File: config.mk
export PLATFORM = sky130hd
export DESIGN_NAME = axilite_reg_wr
export DESIGN_NICKNAME = d
export VERILOG_FILES = /design/src/rtl/axil_pkg.sv /design/src/rtl/axilite_reg_wr.sv
export SDC_FILE = /design/constraint.sdc
export NUM_CORES = 1
export LEC_CHECK = 0
export ABC_AREA = 1
export ABC_CLOCK_PERIOD_IN_PS = 2000
export CAP_MARGIN = 20
export CORE_MARGIN = 1
export CORE_UTILIZATION = 43
export DETAILED_ROUTE_END_ITERATION = 10
export PLACE_DENSITY = 0.85
export SKIP_CTS_REPAIR_TIMING = 1
export SYNTH_ARGS = -nofsm -noshare
export SYNTH_HDL_FRONTEND = slang
export SYNTH_SLANG_ARGS = --single-unit
File: constraint.sdc
create_clock -name clk -period 2 [get_ports clk]
set_clock_uncertainty 0.1 [all_clocks]
set_input_delay 0.4 -clock clk [delete_from_list [all_inputs] [get_ports clk]]
set_output_delay 0.4 -clock clk [all_outputs]
set_load 0.02 [all_outputs]
File: src/rtl/axil_pkg.sv
// Shared AXI-Lite constants and helpers for the CSR bridge.
package axil_pkg;

    localparam logic [1:0] AXIL_RESP_OKAY   = 2'b00;
    localparam logic [1:0] AXIL_RESP_SLVERR = 2'b10;
    localparam int         AXIL_PROT_W      = 3;

    // Width of a down-counter that starts at timeout-1.
    function automatic int axil_timeout_w(input int timeout);
        return (timeout < 2) ? 1 : $clog2(timeout);
    endfunction

endpackage

File: src/rtl/axilite_reg_wr.sv
// AXI-Lite write-channel slave driving a register-file write strobe interface.
// Optional macro AXIL_WR_SLVERR_EN: timeout completions answer with SLVERR.
module axilite_reg_wr
    import axil_pkg::*;
#(
    parameter int DATA_WIDTH = 32,
    parameter int ADDR_WIDTH = 40,
    parameter int STRB_WIDTH = DATA_WIDTH / 8,
    parameter int TIMEOUT    = 4
) (
    input  logic                   clk,
    input  logic                   rstn,

    input  logic [ADDR_WIDTH-1:0]  s_axil_awaddr,
    input  logic [AXIL_PROT_W-1:0] s_axil_awprot,
    input  logic                   s_axil_awvalid,
    output logic                   s_axil_awready,
    input  logic [DATA_WIDTH-1:0]  s_axil_wdata,
    input  logic [STRB_WIDTH-1:0]  s_axil_wstrb,
    input  logic                   s_axil_wvalid,
    output logic                   s_axil_wready,
    output logic [1:0]             s_axil_bresp,
    output logic                   s_axil_bvalid,
    input  logic                   s_axil_bready,

    output logic [ADDR_WIDTH-1:0]  reg_wr_addr,
    output logic [DATA_WIDTH-1:0]  reg_wr_data,
    output logic [STRB_WIDTH-1:0]  reg_wr_strb,
    output logic                   reg_wr_en,
    input  logic                   reg_wr_wait,
    input  logic                   reg_wr_ack
);

    localparam int               CNT_W    = axil_timeout_w(TIMEOUT);
    localparam logic [CNT_W-1:0] CNT_LOAD = CNT_W'(TIMEOUT - 1);

    logic             aw_held, aw_held_nxt;
    logic             w_held, w_held_nxt;
    logic             bvalid_nxt;
    logic             en_nxt;
    logic [CNT_W-1:0] cnt, cnt_nxt;
    logic             aw_fire, w_fire, complete;

    // awprot carries no meaning for the register file.
    logic unused_awprot;
    assign unused_awprot = &{1'b0, s_axil_awprot};

    assign s_axil_awready = !aw_held;
    assign s_axil_wready  = !w_held;

    always_comb begin
        aw_fire     = s_axil_awvalid && !aw_held;
        w_fire      = s_axil_wvalid && !w_held;
        complete    = reg_wr_en && (reg_wr_ack || cnt == '0);

        aw_held_nxt = complete ? 1'b0 : (aw_held || aw_fire);
        w_held_nxt  = complete ? 1'b0 : (w_held || w_fire);

        bvalid_nxt  = s_axil_bvalid;
        if (complete)
            bvalid_nxt = 1'b1;
        else if (s_axil_bvalid && s_axil_bready)
            bvalid_nxt = 1'b0;

        // A pending B response blocks the next strobe until it is accepted.
        en_nxt      = aw_held_nxt && w_held_nxt && !bvalid_nxt;

        cnt_nxt     = cnt;
        if (!reg_wr_en)
            cnt_nxt = CNT_LOAD;
        else if (!reg_wr_wait && cnt != '0)
            cnt_nxt = cnt - 1'b1;
    end

    always_ff @(posedge clk or negedge rstn) begin
        if (!rstn) begin
            aw_held       <= 1'b0;
            w_held        <= 1'b0;
            s_axil_bvalid <= 1'b0;
            reg_wr_en     <= 1'b0;
            cnt           <= '0;
            reg_wr_addr   <= '0;
            reg_wr_data   <= '0;
            reg_wr_strb   <= '0;
        end else begin
            aw_held       <= aw_held_nxt;
            w_held        <= w_held_nxt;
            s_axil_bvalid <= bvalid_nxt;
            reg_wr_en     <= en_nxt;
            cnt           <= cnt_nxt;
            if (aw_fire)
                reg_wr_addr <= s_axil_awaddr;
            if (w_fire) begin
                reg_wr_data <= s_axil_wdata;
                reg_wr_strb <= s_axil_wstrb;
            end
        end
    end

`ifdef AXIL_WR_SLVERR_EN
    logic [1:0] bresp_q;

    always_ff @(posedge clk or negedge rstn) begin
        if (!rstn)
            bresp_q <= AXIL_RESP_OKAY;
        else if (complete)
            bresp_q <= reg_wr_ack ? AXIL_RESP_OKAY : AXIL_RESP_SLVERR;
    end

    assign s_axil_bresp = bresp_q;
`else
    assign s_axil_bresp = AXIL_RESP_OKAY;
`endif

endmodule

Yosys cells after proc, flatten, opt, wreduce, memory -nomap -nowiden
Index checks and enable logic that the tools add are counted.
{"block": "totals", "register_bits": 82, "elab_cells": 32, "inputBits": 86}
{"block": "op_classes", "mux": 6, "n_eq_ne": 1, "n_addsub": 1, "reduce_logical": 16}
{"cell": "$logic_and A1 B1 Y1", "count": 7}
{"cell": "$logic_not A1 Y1", "count": 4}
{"cell": "$mux W1", "count": 4}
{"cell": "$mux W2", "count": 2}
{"cell": "$logic_or A1 B1 Y1", "count": 3}
{"cell": "$logic_not A2 Y1", "count": 1}
{"cell": "$ne A2 B1 Y1 const B", "count": 1}
{"cell": "$reduce_bool A2 Y1", "count": 1}
{"cell": "$sub A2 B1 Y2 const B", "count": 1}

Depth between registers and ports, before layout
{"block": "depth", "word_depth": 6, "mapped_depth": 6}

Least setup slack after synthesis
Ideal clock, no wire load.
{"block": "synth_timing", "path_kind": "flip-flop to output port", "startpoint": "register w_held", "endpoint": "output port s_axil_wready", "path_buffers": 2, "required_ns": 1.500, "arrival_time_ns": 0.721, "setup_slack_ns": 0.779, "stages_incl_launch_ff": 4, "path_cell_list": "dfrtp_1 > inv_1 > buf_6 > buf_6"}
{"block": "synth_via", "elab_chain_len": 1}
{"element": "start: declaration", "line": "axilite_reg_wr.sv:38", "source": "logic w_held, w_held_nxt;"}
{"element": "start signal: assignment", "line": "axilite_reg_wr.sv:87", "source": "w_held <= w_held_nxt;"}
{"element": "$logic_not A1 Y1", "line": "axilite_reg_wr.sv:49", "source": "assign s_axil_wready = !w_held;"}
{"element": "end: declaration", "line": "axilite_reg_wr.sv:21", "source": "output logic s_axil_wready,"}
No other way between the ends.

Worst setup path in the final report
{"block": "layout_timing", "startpoint": "register aw_held", "endpoint": "output port s_axil_awready"}
{"block": "layout_via", "elab_chain_len": 1}
{"element": "start: declaration", "line": "axilite_reg_wr.sv:37", "source": "logic aw_held, aw_held_nxt;"}
{"element": "start signal: assignment", "line": "axilite_reg_wr.sv:86", "source": "aw_held <= aw_held_nxt;"}
{"element": "$logic_not A1 Y1", "line": "axilite_reg_wr.sv:48", "source": "assign s_axil_awready = !aw_held;"}
{"element": "end: declaration", "line": "axilite_reg_wr.sv:17", "source": "output logic s_axil_awready,"}
No other way between the ends.

==> metrics.md <==
| Metric | Value |
|---|---|
| Max Fclk | 0.5182 GHz |
| Top post-synthesis cells by area | dfrtp_1 62%, nand2_1 18%, nand3_1 12% |
| Crit path capture type | output pin |
| Final hold vios | 0 |
| Post-synth top cells | 159 x nand2_1, 82 x dfrtp_1, 78 x nand3_1 |
| CP Data Arrival Time | 1430 ps |
| Post-synth EDFFs | 0 |
| Final core utilization | 70.02% |
| # IOs | 168 |
| Clock sinks | 82 |
| R2R Setup Slk | 490 ps |
| Initial Util | 45.09% |
| Average vias per placed instance | 4.913 |
| Post-Syn Area | 3323 µm² |
| Gr usage total | 23.26% |
| Routed Antenna Nets | 0 |
| Peak supply drop | 755.4 µV |
| Routability cong. | 0.8500 |
| Detail Placement HPWL | 6273 µm |
| Status | finished, final reports clean |
| Final net count | 613 |
| Fillers | 568 |
| First-pass GRT wire length | 15080 µm |
| FF/Latch Area | 2052 µm² |
| Row cnt | 31 |
| Post-DR wirelength/cell | 14.00 µm |
| Critical path class | reg -> out |
| R2r worst-path depth | 6 |
| Overflow after GRT | 0 |
| TritonCTS clock tree | yes |
| Ant diodes | 0 |
| Min Tclk post-route | 1930 ps |
| Post-synth ARST share | 100.0% |
| HP Class | in -> async |
| Antenna violations before repair | 0 |
| Crit path max fanout | 2 |
| Yosys top cell by area | dfrtp_1 |
| Dpl cell area | 4976 µm² |
| Final setup TNS | 0 ps |
| Chip height | 89.91 µm |
| Ys Warns | 0 |
| Drt initial violations | 123 |
| Reg-to-Reg End | reg_wr_addr[26] |
| #FFs+latches synth | 82 |
| Startpoint types | flip-flop |
| Largest net degree at the start of global routing | 42 |
| Finished Cell Area | 5160 µm² |
| Area taken by multi-input logic gates | 1049 µm² |
| Vias in the first global route | 3185 |
| Area Overhead vs Synth | 55.27% |
| Routed WL | 8822 µm |
| Synth Flop Type | dfrtp_1 |
| Port bufs | 162 |
| H-tree depth | 3 |
| Die area | 8084 µm² |
| CTS Buf Count | 9 |
| Synthesized instance count | 366 |
| Final Max Slew Viols | 0 |
| Final Setup Violations | 0 |
| Core area | 7370 µm² |
| RSZ-0062 raised after global routing | no |
| Netlist cell types | 13 |
| Clock buffer depth | 2 |
| Drc violations | 0 |
| Vias post-DR | 3095 |
| Crit share post-route | 96.49% |
| Mean post-synth cell area | 9.080 µm² |
| Worst R2R Start | aw_held |
| Register area share after synthesis | 61.75% |
| Worst skew pair latency | 330 ps |
| Die X-Extent | 89.91 µm |
| Most common cell in the netlist | nand2_1 |
| Pwr dens | 1532 nW/µm² |
| CTS root buf | clkbuf_8 |
| Yosys top cell area share | 61.75% |
| Pre-antenna DRT Iters | 4 |
| Clock slew at reported path FFs | 80 ps |
| Max_cap viols | 0 |
| Crit path required time | 1500 ps |
| Leakage | 0.002544 µW |
| Share of layout cells above drive strength 1 | 5.650% |
## power by group
group	switching, µW	internal, µW	leakage (µW)
clock network	563	479	0.0000851
logic	2180	1820	0.00145
registers	434	2440	0.00101
## through the flow
stage | power [µW] | cells | hold slack [ps] | setup WS, ps
2_1_floorplan | 4913 | 367 | 4.409 | 779.2
3_3_place_gp | 6786 | 613 | 199.7 | 251.1
3_5_place_dp | 6913 | 613 | 206.0 | 206.3
4_1_cts | 7977 | 629 | -163.3 | 39.51
5_1_grt | 8450 | 630 | 386.7 | 5.694
6_report | 7907 | 630 | 375.1 | 70.16
## how the worst max path moves through the flow
stage / startpoint / endpoint
2_1_floorplan: w_held / s_axil_wready
3_3_place_gp: s_axil_wvalid / reg_wr_strb[3]
3_5_place_dp: s_axil_wvalid / reg_wr_strb[3]
4_1_cts: w_held / s_axil_wready
5_1_grt: aw_held / s_axil_awready
6_report: aw_held / s_axil_awready
## state kept, by name, indices dropped and copies added, names as in the netlist
name / count
reg_wr_en: 1
cnt: 2
aw_held: 1
reg_wr_data: 32
reg_wr_strb: 4
reg_wr_addr: 40
s_axil_bvalid: 1
w_held: 1
## cell type report
| type | instances | share of cell area (%) |
|---|---|---|
| Clock inverter | 5 | 0.5820 |
| Tap cell | 99 | 2.401 |
| Inverter | 10 | 0.7274 |
| Sequential cell | 82 | 39.77 |
| Multi-Input combinational cell | 249 | 20.32 |
| Clock buffer | 11 | 2.740 |
| Timing Repair Buffer | 174 | 33.46 |
## cells in the final DEF, fill, tap and decap left out
cell type        synthesis  routed
dlygate4sd3_1            0       1
inv_1                    9       9
nand2_1                159     159
inv_2                    1       1
ha_1                     1       1
nor2_1                   5       5
dlymetal6s2s_1           0       1
nand2_2                  2       2
clkinv_2                 0       3
o21ai_0                  2       2
buf_4                   11      11
buf_12                   0       1
clkbuf_1                 0       1
dfrtp_1                 82      82
clkinvlp_4               0       2
clkbuf_8                 0      10
clkdlybuf4s50_1          0     160
nand3_1                 78      78
conb_1                   1       2
## logic make-up (layout without fill, tap and decap cells)
kind of cell,count (synthesis),after routing,synth area share (%)
fa+ha+maj,1,1,0.3764
compound gates,2,2,0.3012
other cells,1,2,0.1128
simple gates,244,244,30.65
flops,82,82,61.75
buf+inv,36,200,6.815
## routing by layer
metal	global-route usage (%)	up-vias	part of all wire, %
met5	0	-	0
met4	6.586	0	1.5
met3	6.345	11	7.9
met2	39.49	130	48
met1	29.27	1479	42
li1	-	1475	-
## critical path, stage by stage (launching register included)
cell	delay (ps)
dfrtp_1	390
inv_2	80
clkdlybuf4s50_1	630
Power figures use the tool's default switching activity.
